`config.mk`:
```
export PLATFORM = sky130hd
export DESIGN_NAME = lsu
export DESIGN_NICKNAME = d
export VERILOG_FILES = /design/src/rtl/lsu.sv
export SDC_FILE = /design/constraint.sdc
export NUM_CORES = 1
export LEC_CHECK = 0
export ABC_AREA = 1
export CAP_MARGIN = 20
export CELL_PAD_IN_SITES_DETAIL_PLACEMENT = 0
export CELL_PAD_IN_SITES_GLOBAL_PLACEMENT = 2
export CORE_MARGIN = 4
export CORE_UTILIZATION = 25
export CTS_BUF_LIST = sky130_fd_sc_hd__clkbuf_8
export CTS_CLUSTER_SIZE = 30
export DETAILED_ROUTE_END_ITERATION = 7
export GPL_ROUTABILITY_DRIVEN = 0
export PLACE_DENSITY = 0.78
export SETUP_SLACK_MARGIN = 0.5
export SYNTH_ARGS = -nofsm -noshare
export SYNTH_HDL_FRONTEND = slang
export SYNTH_SLANG_ARGS = --single-unit
```
`constraint.sdc`:
```
create_clock -name clk -period 1.7 [get_ports clk]
set_clock_uncertainty 0.05 [all_clocks]
set_input_delay 0.34 -clock clk [delete_from_list [all_inputs] [get_ports clk]]
set_output_delay 0.34 -clock clk [all_outputs]
set_load 0.005 [all_outputs]
```
`src/rtl/lsu.sv`:
```
// Load/store unit: RV32I byte/half/word access over a single-ported word memory, with
// read-modify-write for SB/SH and a per-phase ack timeout. Optional macro LSU_MISALIGN_TRAP_EN.
module lsu #(
   parameter int TIMEOUT = 15
) (
   input  logic        clk,
   input  logic        rst_n,
   input  logic        req_valid,
   input  logic        req_we,
   input  logic [2:0]  funct3,
   input  logic [31:0] addr,
   input  logic [31:0] wdata,
   output logic [31:0] rdata,
   output logic        busy,
   output logic        done,
   output logic        err,
   output logic [31:0] mem_addr,
   output logic [31:0] mem_wdata,
   output logic        mem_rd,
   output logic        mem_memwr,
   input  logic [31:0] mem_rdata,
   input  logic        mem_ack
);

   // state | meaning
   // IDLE  | waiting for req_valid
   // RD    | mem_rd held until ack (loads, and the read half of SB/SH)
   // WR    | mem_memwr held until ack
   // DONE  | one-cycle done pulse, err valid
   typedef enum logic [1:0] {IDLE, RD, WR, DONE} state_t;

   localparam logic [7:0] CNT_LOAD = 8'(TIMEOUT - 1);

   state_t      state;
   logic        we_q;
   logic [2:0]  f3_q;
   logic [1:0]  off_q;
   logic [31:0] wd_q;
   logic [7:0]  cnt;

   logic        illegal, misalign, bad;
   logic [1:0]  off_in;
   logic [4:0]  sh_amt;
   logic [31:0] lane, load_val, merge_val;

   always_comb begin
      illegal  = (funct3 == 3'b011) || (funct3[2:1] == 2'b11) || (funct3[2] && req_we);
      misalign = 1'b0;
`ifdef LSU_MISALIGN_TRAP_EN
      misalign = ((funct3[1:0] == 2'b01) && addr[0]) ||
                 ((funct3[1:0] == 2'b10) && (addr[1:0] != 2'b00));
`endif
      bad = illegal || misalign;
      // Address bits below the access size are dropped, so misaligned accesses truncate.
      case (funct3[1:0])
         2'b00:   off_in = addr[1:0];
         2'b01:   off_in = {addr[1], 1'b0};
         default: off_in = 2'b00;
      endcase
   end

   always_comb begin
      sh_amt = {off_q, 3'b000};
      lane   = mem_rdata >> sh_amt;
      case (f3_q[1:0])
         2'b00: begin
            load_val  = {{24{~f3_q[2] & lane[7]}}, lane[7:0]};
            merge_val = (mem_rdata & ~(32'h0000_00FF << sh_amt)) |
                        ({24'h0, wd_q[7:0]} << sh_amt);
         end
         2'b01: begin
            load_val  = {{16{~f3_q[2] & lane[15]}}, lane[15:0]};
            merge_val = (mem_rdata & ~(32'h0000_FFFF << sh_amt)) |
                        ({16'h0, wd_q[15:0]} << sh_amt);
         end
         default: begin
            load_val  = mem_rdata;
            merge_val = wd_q;
         end
      endcase
   end

   always_ff @(posedge clk or negedge rst_n) begin
      if (!rst_n) begin
         state     <= IDLE;
         we_q      <= 1'b0;
         f3_q      <= 3'b000;
         off_q     <= 2'b00;
         wd_q      <= 32'h0;
         cnt       <= 8'h0;
         rdata     <= 32'h0;
         busy      <= 1'b0;
         done      <= 1'b0;
         err       <= 1'b0;
         mem_addr  <= 32'h0;
         mem_wdata <= 32'h0;
         mem_rd    <= 1'b0;
         mem_memwr <= 1'b0;
      end else begin
         done <= 1'b0;
         case (state)
            IDLE: begin
               if (req_valid) begin
                  we_q     <= req_we;
                  f3_q     <= funct3;
                  off_q    <= off_in;
                  wd_q     <= wdata;
                  mem_addr <= {addr[31:2], 2'b00};
                  busy     <= 1'b1;
                  cnt      <= CNT_LOAD;
                  if (bad) begin
                     state <= DONE;
                     done  <= 1'b1;
                     err   <= 1'b1;
                  end else if (!req_we || (funct3[1:0] != 2'b10)) begin
                     state  <= RD;
                     mem_rd <= 1'b1;
                  end else begin
                     state     <= WR;
                     mem_memwr <= 1'b1;
                     mem_wdata <= wdata;
                  end
               end
            end
            RD: begin
               if (mem_ack) begin
                  mem_rd <= 1'b0;
                  if (!we_q) begin
                     rdata <= load_val;
                     state <= DONE;
                     done  <= 1'b1;
                  end else begin
                     mem_wdata <= merge_val;
                     mem_memwr <= 1'b1;
                     cnt       <= CNT_LOAD;
                     state     <= WR;
                  end
               end else if (cnt == 8'h0) begin
                  mem_rd <= 1'b0;
                  err    <= 1'b1;
                  done   <= 1'b1;
                  state  <= DONE;
               end else begin
                  cnt <= cnt - 8'h1;
               end
            end
            WR: begin
               if (mem_ack || (cnt == 8'h0)) begin
                  mem_memwr <= 1'b0;
                  err       <= ~mem_ack;
                  done      <= 1'b1;
                  state     <= DONE;
               end else begin
                  cnt <= cnt - 8'h1;
               end
            end
            DONE: begin
               err   <= 1'b0;
               busy  <= 1'b0;
               state <= IDLE;
            end
            default: state <= IDLE;
         endcase
      end
   end

endmodule

```
==> impl_metrics.env <==
export IMPL_syn_avg_cell_area_um2=7.07
export IMPL_critPathMaxStageDelay_ps=440
export IMPL_grt_max_degree=61
export IMPL_via_per_inst=4.60
export IMPL_power_density_nw_per_um2=1800
export IMPL_reg2regPathDepth=10
export IMPL_cts_sinks=147
export IMPL_rows=66
export IMPL_synth_top_cell_area_share_pct=44.0
export IMPL_final_cell_mix="nand2_1 (355), dfrtp_1 (144), buf_4 (123)"
export IMPL_setup_ws_ps=-12.4
export IMPL_synth_distinct_cells=35
export IMPL_dpl_hpwl_um=23900
export IMPL_die_w_um=191
export IMPL_syn_inst=1182
export IMPL_met2_length_um=16200
export IMPL_p_leak_nw=6.86
export IMPL_worstPathCellList="ha_4 > buf_4 > nand2_4 > nand3_2 > inv_2 > nand3_4 > inv_6 > clkbuf_16 > nand3_1 > nand2_1"
export IMPL_clk_path_buf_depth=2
export IMPL_drive_gt1_share_pct=37.4
export IMPL_die_area_um2=36400
export IMPL_yosys_register_bits=147
export IMPL_drt_pass1_iterations=7
export IMPL_core_um2=32800
export IMPL_routedWlPerCell_um=17.9
export IMPL_hold_viol=0
export IMPL_routed_wl_met3_um=2890
export IMPL_post_route_period_util_pct=101
export IMPL_period_needed_ps=1710
export IMPL_nFillCells=3408
export IMPL_io_pins=205
export IMPL_p_total_mw=24.6
export IMPL_finalWirelength_um=35500
export IMPL_cts_tree="built"
export IMPL_synth_edf_count=0
export IMPL_nNetsFinal=1641
export IMPL_h_tree_depth=4
export IMPL_worstSkewPairLatency_ps=470
export IMPL_setup_viol_count_final=5
export IMPL_worstPathRequired_ps=2050
export IMPL_max_freq_mhz=584
export IMPL_grt_pass1_wl_um=49800
export IMPL_ant_nets=0
export IMPL_track_usage_pct=17.5
export IMPL_yosysWarnings=0
export IMPL_rrSetupSlack_ps=-10
export IMPL_slew_viol_final=0
export IMPL_first_global_vias=8701
export IMPL_violations="negative setup slack"
export IMPL_ys_top_cells_by_area="dfrtp_1 (44%), nand2_1 (21%), o21ai_0 (5.2%), nand3_1 (5.0%), a21oi_1 (4.4%)"
export IMPL_setup_tns_ps=-35.3
export IMPL_yosys_area_top_type="dfrtp_1"
export IMPL_final_common_cell="nand2_1"
export IMPL_worst_path_max_delay_cell="dfrtp_1"
export IMPL_grt_antenna_before_repair=1
export IMPL_drc_errors=0
export IMPL_n_antenna_cell=0
export IMPL_critPathMaxFanout=10
export IMPL_cts_root_buf="clkbuf_8"
export IMPL_worst_ep_arrival_time_ps=2070
export IMPL_syn_to_final_growth_pct=63.8
export IMPL_async_reset_ff_share_pct=100
export IMPL_ir_drop_v=0.000879
export IMPL_rsz0062_at_grt="yes"
export IMPL_seq_area_frac_synth_pct=44.0
export IMPL_critPathCaptureType="flip-flop"
export IMPL_path_class="reg2reg"
export IMPL_startpoint_type="flip-flop"
export IMPL_syn_area_um2=8350
export IMPL_port_buffer_count=202
export IMPL_cts_buffers=17
export IMPL_synth_main_ff_cell="dfrtp_1"
export IMPL_first_iter_violations=530
export IMPL_start_util_pct=25.5
export IMPL_outcome="finished, violations left"
export IMPL_path_clk_slew_ps=90
export IMPL_hp_class="in2async"
export IMPL_overflow=0
export IMPL_die_h_um=191
export IMPL_utilization_pct=41.7
export IMPL_vias=9124
export IMPL_wl_met1_um=15700
export IMPL_highest_layer="met5"
export IMPL_drv_cap=0
## final cells by class
cell class	count	area (µm²)	share of cell area (%)
Inverter	108	465	3.40
Timing Repair Buffer	383	3600	26.3
Clock inverter	15	121	0.887
Timing Repair inverter	3	43.8	0.320
Clock buffer	17	234	1.71
Tap cell	442	553	4.04
Sequential cell	147	3680	26.9
Multi-Input combinational cell	868	4980	36.4
## power breakdown
part	switching, mW	total (mW)	internal [mW]
combinational	8.18	15.5	7.28
clock	1.58	2.62	1.04
sequential	1.31	6.48	5.18
total	11.1	24.6	13.5
## worst max-delay path: cells and delay by family, from the launching register on
kind / cells / cell delay [ps]
adder cells (fa/ha/maj): 1 / 210
buffers and inverters: 4 / 530
flip-flops: 1 / 440
AND/OR/NAND/NOR: 5 / 400
## synth_stat cells, types with 3 or more instances
master	n
a21boi_0	6
a21oi_1	74
a2bb2oi_1	3
a31oi_1	7
buf_2	24
buf_4	13
buf_6	4
clkbuf_1	21
dfrtp_1	147
ha_1	9
inv_1	98
inv_2	8
nand2_1	465
nand2_2	5
nand3_1	83
nand4_1	8
nor2_1	56
o211ai_1	3
o21ai_0	86
o21ai_1	11
o22ai_1	5
or2_2	26
## cell families after synthesis
| logic type | Yosys count | share of synthesized area, % |
|---|---|---|
| buf+inv | 170 | 9.00 |
| fa+ha+maj | 9 | 1.35 |
| simple gates | 653 | 32.5 |
| compound gates | 200 | 12.8 |
| other cells | 1 | 0.0449 |
| xor+xnor | 2 | 0.210 |
| flops | 147 | 44.0 |
## flip-flops by register name (all words and copies together), names as in the netlist, 2 cells and up
register,flops
cnt,8
mem_addr,30
rdata,32
wd_q,32
off_q,2
f3_q,3
state,2
mem_wdata,32
## what timing repair did
action,4_1_cts,5_1_grt
setup endpoints to repair,246,246
setup buffers,27,44
pin swaps,13,68
gates cloned,8,18
hold endpoints to repair,51,0
hold buffers,1,0
gates resized for setup,440,305
## metal layers
layer	up-vias	global-route usage, %
met5	-	0
li1	4459	-
met2	301	26.6
met1	4322	24.1
met4	2	4.20
met3	40	5.79
## final timing paths
kind / start / end
hold reg to reg: mem_wdata[24] / mem_wdata[24]
setup reg to reg: state[0] / mem_wdata[19]
hold / removal: rst_n / rdata[5]
min in group clk: addr[20] / mem_addr[20]
setup / recovery: state[0] / mem_wdata[19]
max in group asynchronous: rst_n / mem_wdata[11]
## stage by stage
stage / instance area, µm² / worst slack (ps) / hold WS [ps] / std cells
floorplan: 8640 / 93.7 / -5.59 / 1183
global placement: 11600 / -210 / 192 / 1853
detailed placement: 11600 / -237 / 196 / 1853
CTS: 12100 / 11.5 / 251 / 1921
global route: 13700 / -112 / 268 / 1983
finish: 13700 / -12.4 / 276 / 1983
Note: power is estimated with default switching activity, not from simulation.
